===== src/rtl/alu_pipe.sv =====
// alu_pipe: WIDTH-bit handshaken ALU with {V,N,C,Z} flags and a result register that holds under backpressure.
// Define ALU_MUL_EN to add the iterative shift-add multiply (op 1000); otherwise op 1000 is reported as illegal.
module alu_pipe #(
  parameter int WIDTH = 8,
  parameter int SHW   = $clog2(WIDTH)
) (
  input  logic             clk,
  input  logic             rst,
  input  logic             in_valid,
  output logic             in_ready,
  input  logic [WIDTH-1:0] a,
  input  logic [WIDTH-1:0] b,
  input  logic [3:0]       op,
  output logic             out_valid,
  input  logic             out_ready,
  output logic [WIDTH-1:0] result,
  output logic [3:0]       flags,
  output logic             err
);

  localparam logic [3:0] OP_AND = 4'b0000;
  localparam logic [3:0] OP_OR  = 4'b0001;
  localparam logic [3:0] OP_ADD = 4'b0010;
  localparam logic [3:0] OP_SUB = 4'b0011;
  localparam logic [3:0] OP_XOR = 4'b0100;
  localparam logic [3:0] OP_SHL = 4'b0101;
  localparam logic [3:0] OP_SHR = 4'b0110;
  localparam logic [3:0] OP_PSA = 4'b0111;
  localparam logic [3:0] OP_SRA = 4'b1001;
`ifdef ALU_MUL_EN
  localparam logic [3:0]    OP_MUL   = 4'b1000;
  localparam int            CW       = (WIDTH > 1) ? $clog2(WIDTH) : 1;
  localparam logic [CW-1:0] CNT_LAST = CW'(WIDTH - 1);
  localparam logic [CW-1:0] CNT_ONE  = CW'(1);
`endif

  typedef enum logic [1:0] {
    S_IDLE = 2'b00,
    S_BUSY = 2'b01,
    S_DONE = 2'b10
  } state_t;

  state_t           state_q, state_d;
  logic [WIDTH-1:0] result_q, result_d;
  logic [3:0]       flags_q, flags_d;
  logic             err_q, err_d;
  logic [WIDTH+4:0] eval_s;
  logic             accept_s;
`ifdef ALU_MUL_EN
  logic [2*WIDTH-1:0] mcand_q, mcand_d;
  logic [WIDTH-1:0]   mplier_q, mplier_d;
  logic [2*WIDTH-1:0] prod_q, prod_d;
  logic [CW-1:0]      cnt_q, cnt_d;
  logic [2*WIDTH-1:0] step_s;
`endif

  // Single-cycle datapath: returns {err, flags, result}; anything not decoded here is illegal.
  function automatic logic [WIDTH+4:0] alu_eval(input logic [3:0] op_i,
                                                input logic [WIDTH-1:0] a_i,
                                                input logic [WIDTH-1:0] b_i);
    logic [WIDTH:0]   wide;
    logic [WIDTH-1:0] r;
    logic [SHW-1:0]   sh;
    logic             c, v, e;
    logic [3:0]       f;
    wide = {(WIDTH+1){1'b0}};
    r    = {WIDTH{1'b0}};
    sh   = b_i[SHW-1:0];
    c    = 1'b0;
    v    = 1'b0;
    e    = 1'b0;
    case (op_i)
      OP_AND: r = a_i & b_i;
      OP_OR:  r = a_i | b_i;
      OP_XOR: r = a_i ^ b_i;
      OP_PSA: r = a_i;
      OP_ADD: begin
        wide = {1'b0, a_i} + {1'b0, b_i};
        r    = wide[WIDTH-1:0];
        c    = wide[WIDTH];
        v    = (a_i[WIDTH-1] == b_i[WIDTH-1]) && (r[WIDTH-1] != a_i[WIDTH-1]);
      end
      OP_SUB: begin
        wide = {1'b0, a_i} - {1'b0, b_i};
        r    = wide[WIDTH-1:0];
        c    = wide[WIDTH];
        v    = (a_i[WIDTH-1] != b_i[WIDTH-1]) && (r[WIDTH-1] != a_i[WIDTH-1]);
      end
      // The extra guard bit catches the last bit shifted out (stays 0 for a zero shift).
      OP_SHL: begin
        wide = {1'b0, a_i} << sh;
        r    = wide[WIDTH-1:0];
        c    = wide[WIDTH];
      end
      OP_SHR: begin
        wide = {a_i, 1'b0} >> sh;
        r    = wide[WIDTH:1];
        c    = wide[0];
      end
      OP_SRA: begin
        wide = $signed({a_i, 1'b0}) >>> sh;
        r    = wide[WIDTH:1];
        c    = wide[0];
      end
      default: e = 1'b1;
    endcase
    if (e) begin
      f = 4'b0000;
      r = {WIDTH{1'b0}};
    end else begin
      f = {v, r[WIDTH-1], c, (r == {WIDTH{1'b0}})};
    end
    return {e, f, r};
  endfunction

  // Next-state and datapath: accept, hold under backpressure, and multiply iteration.
  always_comb begin
    state_d  = state_q;
    result_d = result_q;
    flags_d  = flags_q;
    err_d    = err_q;
    eval_s   = alu_eval(op, a, b);
    accept_s = in_valid && in_ready;
`ifdef ALU_MUL_EN
    mcand_d  = mcand_q;
    mplier_d = mplier_q;
    prod_d   = prod_q;
    cnt_d    = cnt_q;
    step_s   = prod_q + (mplier_q[0] ? mcand_q : {(2*WIDTH){1'b0}});
`endif
    case (state_q)
      S_IDLE, S_DONE: begin
        if (accept_s) begin
`ifdef ALU_MUL_EN
          if (op == OP_MUL) begin
            state_d  = S_BUSY;
            mcand_d  = {{WIDTH{1'b0}}, a};
            mplier_d = b;
            prod_d   = {(2*WIDTH){1'b0}};
            cnt_d    = {CW{1'b0}};
          end else begin
            {err_d, flags_d, result_d} = eval_s;
            state_d = S_DONE;
          end
`else
          {err_d, flags_d, result_d} = eval_s;
          state_d = S_DONE;
`endif
        end else if ((state_q == S_DONE) && out_ready) begin
          state_d = S_IDLE;
        end else begin
          state_d = state_q;
        end
      end
`ifdef ALU_MUL_EN
      S_BUSY: begin
        prod_d   = step_s;
        mcand_d  = mcand_q << 1'b1;
        mplier_d = mplier_q >> 1'b1;
        cnt_d    = cnt_q + CNT_ONE;
        if (cnt_q == CNT_LAST) begin
          state_d  = S_DONE;
          result_d = step_s[WIDTH-1:0];
          flags_d  = {1'b0, step_s[WIDTH-1], |step_s[2*WIDTH-1:WIDTH],
                      (step_s[WIDTH-1:0] == {WIDTH{1'b0}})};
          err_d    = 1'b0;
        end else begin
          state_d = S_BUSY;
        end
      end
`endif
      default: state_d = S_IDLE;
    endcase
  end

  // State and result registers with synchronous active-low reset.
  always_ff @(posedge clk) begin
    if (!rst) begin
      state_q  <= S_IDLE;
      result_q <= {WIDTH{1'b0}};
      flags_q  <= 4'b0000;
      err_q    <= 1'b0;
`ifdef ALU_MUL_EN
      mcand_q  <= {(2*WIDTH){1'b0}};
      mplier_q <= {WIDTH{1'b0}};
      prod_q   <= {(2*WIDTH){1'b0}};
      cnt_q    <= {CW{1'b0}};
`endif
    end else begin
      state_q  <= state_d;
      result_q <= result_d;
      flags_q  <= flags_d;
      err_q    <= err_d;
`ifdef ALU_MUL_EN
      mcand_q  <= mcand_d;
      mplier_q <= mplier_d;
      prod_q   <= prod_d;
      cnt_q    <= cnt_d;
`endif
    end
  end

  // Handshake outputs decoded from the registered state.
  always_comb begin
    in_ready  = 1'b0;
    out_valid = 1'b0;
    case (state_q)
      S_IDLE: in_ready = 1'b1;
      S_DONE: begin
        in_ready  = out_ready;
        out_valid = 1'b1;
      end
      default: begin
        in_ready  = 1'b0;
        out_valid = 1'b0;
      end
    endcase
  end

  assign result = result_q;
  assign flags  = flags_q;
  assign err    = err_q;

endmodule


===== config.mk =====
export PLATFORM = sky130hd
export DESIGN_NAME = alu_pipe
export DESIGN_NICKNAME = d
export VERILOG_FILES = /design/src/rtl/alu_pipe.sv
export SDC_FILE = /design/constraint.sdc
export NUM_CORES = 1
export LEC_CHECK = 0
export BUFFER_PORTS_ARGS = -buffer_cell sky130_fd_sc_hd__buf_2
export CAP_MARGIN = 5
export CORE_MARGIN = 2
export CORE_UTILIZATION = 35
export CTS_BUF_LIST = sky130_fd_sc_hd__clkbuf_8
export CTS_CLUSTER_SIZE = 28
export DETAILED_ROUTE_END_ITERATION = 16
export HOLD_SLACK_MARGIN = 0.1
export SYNTH_ARGS = -nofsm -noshare
export SYNTH_HDL_FRONTEND = slang
export SYNTH_SLANG_ARGS = --single-unit

===== constraint.sdc =====
create_clock -name clk -period 3.7 [get_ports clk]
set_clock_uncertainty 0.2 [all_clocks]
set_input_delay 0.37 -clock clk [delete_from_list [all_inputs] [get_ports clk]]
set_output_delay 0.37 -clock clk [all_outputs]
set_load 0.02 [all_outputs]

### Yosys cells after proc, flatten, opt, wreduce, memory -nomap -nowiden

Cells that the tools add are included.

| word-level totals | value |
|---|---|
| output and inout port bits | 15 |
| input port bits | 24 |
| register bits after elaboration | 14 |
| word-level logic and storage cells | 46 |

| operators by class | value |
|---|---|
| add/sub/neg operators | 2 |
| bitwise logic cells | 3 |
| equality and inequality tests | 12 |
| reductions and logical operators | 12 |
| mux-type cells | 10 |
| shift operators | 3 |

Operator list:

| kind | count |
|---|---|
| $pmux W8 S9 | 1 |
| $eq A4 B3 Y1 const B | 4 |
| $add A8 B8 Y9 | 1 |
| $reduce_or A9 Y1 | 1 |
| $shl A8 B3 Y9 | 1 |
| $shr A9 B3 Y9 | 1 |
| $sshr A9 B3 Y9 | 1 |
| $sub A8 B8 Y9 | 1 |
| $and A8 B8 Y8 | 1 |
| $eq A4 B2 Y1 const B | 2 |
| $logic_not A8 Y1 | 1 |
| $mux W8 | 1 |
| $or A8 B8 Y8 | 1 |
| $xor A8 B8 Y8 | 1 |
| $pmux W1 S5 | 1 |
| $eq A4 B1 Y1 const B | 1 |
| $eq A4 B4 Y1 const B | 1 |
| $logic_and A1 B1 Y1 | 4 |
| $logic_not A4 Y1 | 1 |
| $mux W2 | 2 |
| $mux W4 | 1 |
| $pmux W1 S2 | 2 |
| $reduce_and A2 Y1 | 2 |
| $ne A1 B1 Y1 | 3 |
| other kinds (5) | 6 |

### Logic depth before layout (Yosys ltp)

| depth | value |
|---|---|
| word-level depth | 5 |
| mapped depth | 11 |
| gate-level depth less buffers | 10 |

### Worst setup path before layout

No wires, ideal clock.

| timing | value |
|---|---|
| kind | input to register |
| start point | input b[2] |
| end point | register flags_q[2] (netlist: flags[2]) |
| slack | 0.963 ns |
| arrival time | 2.422 ns |
| required time | 3.385 ns |
| cell stages on the path | 10 |
| setup time | 0.115 ns |
| buffers on the path | 2 |
| path through | clkbuf_1 -> inv_1 -> ha_1 -> buf_2 -> or4_1 -> a31oi_1 -> nor3_1 -> and4b_1 -> o21ai_1 -> and2_1 |

| on the way | value |
|---|---|
| longest elaborated chain between the ends | 3 |
| elaborated cells on any way between the ends | 7 |

Ends and longest elaborated chain:

| what | RTL line | RTL |
|---|---|---|
| start, declared | 12 | `input logic [WIDTH-1:0] b,` |
| $sub A8 B8 Y9, or another cell as far along | 84 | `wide = {1'b0, a_i} - {1'b0, b_i};` |
| $pmux W8 S9 (*) | 72 | `case (op_i)` |
| $mux W4 (*) | 107 | `if (e) begin` |
| end signal, assigned | 192 | `flags_q <= flags_d;` |
| end, declared | 45 | `logic [3:0] flags_q, flags_d;` |

Mark *: on every way between the ends. The rest lies on a longest branch, timed or not.
A chain may end at the register's enable or synchronous reset.

### Final worst setup path

| timing | value |
|---|---|
| start point | input b[2] |
| end point | register flags_q[0] (netlist: flags[0]) |

| on the way | value |
|---|---|
| longest elaborated chain between the ends | 4 |
| elaborated cells on any way between the ends | 11 |

Ends and longest elaborated chain:

| what | RTL line | RTL |
|---|---|---|
| $sub A8 B8 Y9, or another cell as far along | 84 |  |
| $pmux W8 S9 (*) | 72 |  |
| $logic_not A8 Y1 (*) | 111 | `f = {v, r[WIDTH-1], c, (r == {WIDTH{1'b0}})};` |
| $mux W4 (*) | 107 |  |

Marks and branches as above.

==> results.txt <==
The wire length of the first global-routing pass was 12.2 mm; the mapped cell area was 2510 um2. Setup violations remaining at the end of the flow were counted as 0. The antenna diode count came out at 0.

For the data arrival time of the critical path, the log shows 2.79 ns. The final layout contains routed wiring with a total length of 7.38 mm. By instance count, the leading cell after synthesis is sky130_fd_sc_hd__ha_1. Data required time of the critical path: 3.63 ns. In this run the remaining antenna-violating nets after routing total 0.

For the length of the first detailed-routing pass in iterations, the log shows 5. In this run the worst hold path is classified as in -> reg. Static timing analysis puts the maximum clock frequency at 0.350 GHz.

Clock-pin slew was measured on the worst setup and hold paths at 0.05 ns. The worst setup path is launched from an input pin. TritonCTS built the clock tree.

For the area of the core, the log shows 6870 um2. For the final routed database, the setup TNS stands at 0 ns. Sorting the synthesized cells by area gives the leading types as sky130_fd_sc_hd__ha_1 12%, sky130_fd_sc_hd__dfxtp_1 10%, sky130_fd_sc_hd__mux4_1 4.2%.

The initial antenna violation count was 0; the total power density per cell area was 212 nW/um2. Die outline area: 7850 um2. Counting distinct cell types in the post-synthesis netlist gives 70. Port buffering added 38 buffers. The share of post-route cells with drive strength above 1 was 16.7%.

39 I/O pins were placed. For this configuration, the core starts out at a cell density of 36.5%. The critical path capture point type was a flop. Total power consumption of the routed design: 582 uW. Walking the worst path, the cells encountered are buf_2 > inv_1 > ha_1 > o21bai_1 > a2111oi_1 > a221o_1 > o21ai_1 > o211ai_1 > nor2_1 > a31o_1.

Once the clock tree was built, the resizer swapped 0 gates to a different size. In the routed design, unresolved DRC markers number 0. The run gives 0 as the number of max-slew violations in the final report. At the pin with the least slew margin, the transition time is 0.655 ns. The number of nets produced by synthesis came out at 371. The tools report the number of buffers added to fix hold violations after cts as 0. For the number of global-route vias before repair, the log shows 2333. After synthesis, the most frequently instantiated cells are 25 x sky130_fd_sc_hd__ha_1, 24 x sky130_fd_sc_hd__inv_1, 22 x sky130_fd_sc_hd__nor2_1.

In this run the worst path has a maximum fanout of 19. The tools report the relative slew slack as 56.2%. Entering global routing, the biggest net connects 27 pins.

The share of flip-flops with an asynchronous set or reset after synthesis came out at 0%. Clock tree synthesis found a total of 13 sinks. The number of levels the H-tree was split into came out at 1. Counting along the longest clock path gives a buffer depth of 2. A synthesized cell averages 7.83 um2.

The Yosys step of the flow raised 0 warnings. For the gate count of the mapped netlist, the log shows 320. Across every metal layer, demand over resource in global routing totals 19.5%. The later-pin clock latency in the skew report is 0.24 ns, and the sequential cell area fraction in the yosys report is 10.4%.

In this run, synthesis inferred 0 flip-flops with an integrated enable. The worst path in the final design needs a cycle of 2.86 ns, including I/O delays and setup. After detailed routing, the number of vias per cell comes to 5.81. The congestion estimate from routability-driven global placement came to 0.973.

After legalization and detailed placement, the total HPWL measured 5.68 mm. Count of final hold-check violations: 0. The number of storage elements in the synthesis netlist is 13. The cell at the root of the clock tree was sky130_fd_sc_hd__clkbuf_8.

The max-cap violation count is 0. Largest area contributor in the synthesized netlist: sky130_fd_sc_hd__ha_1. Dividing the final minimum period by the clock period gives 77.2%.

Post-CTS timing repair inserted 0 buffers for setup. The run finished with clean final reports. The worst-case IR drop observed on VDD is 0.000133 V. TritonCTS created 3 clock buffers.

Setup repair after global routing left no endpoint under its margin. In the final design database the tool counted 394 nets. The class of the most critical setup path is in -> reg.

The floorplan has 30 rows. For this run, the slowest stage of the critical path takes 0.56 ns. The top flip-flop cell by instance count after synthesis is sky130_fd_sc_hd__dfxtp_1.

Fraction of post-synthesis cell area in the top cell type by area: 12.5%. The die height is 88.6 um, and the die width is 88.6 um. The largest individual stage delay along the critical path comes from the cell sky130_fd_sc_hd__a2111oi_1.

The area growth from synthesis to layout is 9.59%. For this run the aggregate overflow at the end of global routing stands at 0. The routed layout has 2546 vias.

In this run the static leakage power is 1.23 nW. The tools report the number of DRC markers after the initial detailed-route iteration as 441. The average detailed-routed wire length per instance is 16.9 um.
## logic make-up (layout without fill, tap and decap cells)
logic type | count (synthesis) | after routing | share of synthesized area, %
buf+inv | 48 | 70 | 9.39
xor+xnor | 4 | 4 | 1.40
compound gates | 107 | 107 | 29.5
flops | 13 | 13 | 10.4
fa+ha+maj | 27 | 27 | 14.1
mux | 19 | 19 | 12.3
simple gates | 102 | 102 | 22.9
## area by class of cell
type / count / area, um2
well taps: 96 / 120
clock inverters: 1 / 3.75
fillers: 718 / 4120
flip-flops and latches: 13 / 260
repair buffers: 42 / 220
inverters: 24 / 90.1
multi-input cells: 259 / 2010
clock buffers: 3 / 41.3
## cell usage in the layout (no fill, tap or decap), drive strengths merged, types with 9 or more instances in the layout
cell type	n
nor2	22
dfxtp	13
nand2	18
o21ai	24
ha	25
and2	9
inv	25
buf	42
a21oi	18
## routing by layer
| layer | part of all wire, % | vias to the layer above | GRT usage [%] |
|---|---|---|---|
| met3 | 6.0 | 18 | 2.80 |
| met5 | 0 | - | 0 |
| met2 | 45 | 103 | 29.7 |
| met4 | 2.5 | 0 | 4.82 |
| met1 | 47 | 1181 | 28.7 |
| li1 | - | 1244 | - |
## metrics by stage
step	util, %	instances	hold slack (ns)	worst slack, ns	area (um2)
after global routing	40.0	438	0.209	0.569	2750
after CTS	40.0	438	0.189	0.876	2750
after floorplan	-	320	0.309	0.963	2510
after detailed placement	39.3	434	0.246	0.634	2700
after global placement	39.3	434	0.243	0.690	2700
final	40.0	438	0.189	0.845	2750
## report_power, final
part | total [mW] | internal (mW) | switching (mW)
Sequential | 0.152 | 0.148 | 0.00387
Clock | 0.121 | 0.0731 | 0.0478
Combinational | 0.309 | 0.123 | 0.186
Total | 0.582 | 0.344 | 0.238
## sequential cells by signal (all words and copies together), names as in the netlist
signal and count:
flags 4, err 1, state_q 1, result 7
## final timing paths
path | start | end | slack [ns] | cells past startpoint
setup / recovery | b[2] | flags[0] | 0.84 | 10
hold / removal | in_valid | state_q[1] | 0.19 | 3
setup reg to reg | state_q[1] | flags[0] | 2.04 | 6
hold reg to reg | flags[3] | flags[3] | 0.25 | 2
## critical path: cells and delay by family
| kind | cells | cell delay (ns) |
|---|---|---|
| AND/OR/NAND/NOR | 1 | 0.07 |
| AO/OA/AOI/OAI | 6 | 1.36 |
| adder cells (fa/ha/maj) | 1 | 0.48 |
| buffers and inverters | 2 | 0.51 |
(Power assumes the default switching activity.)
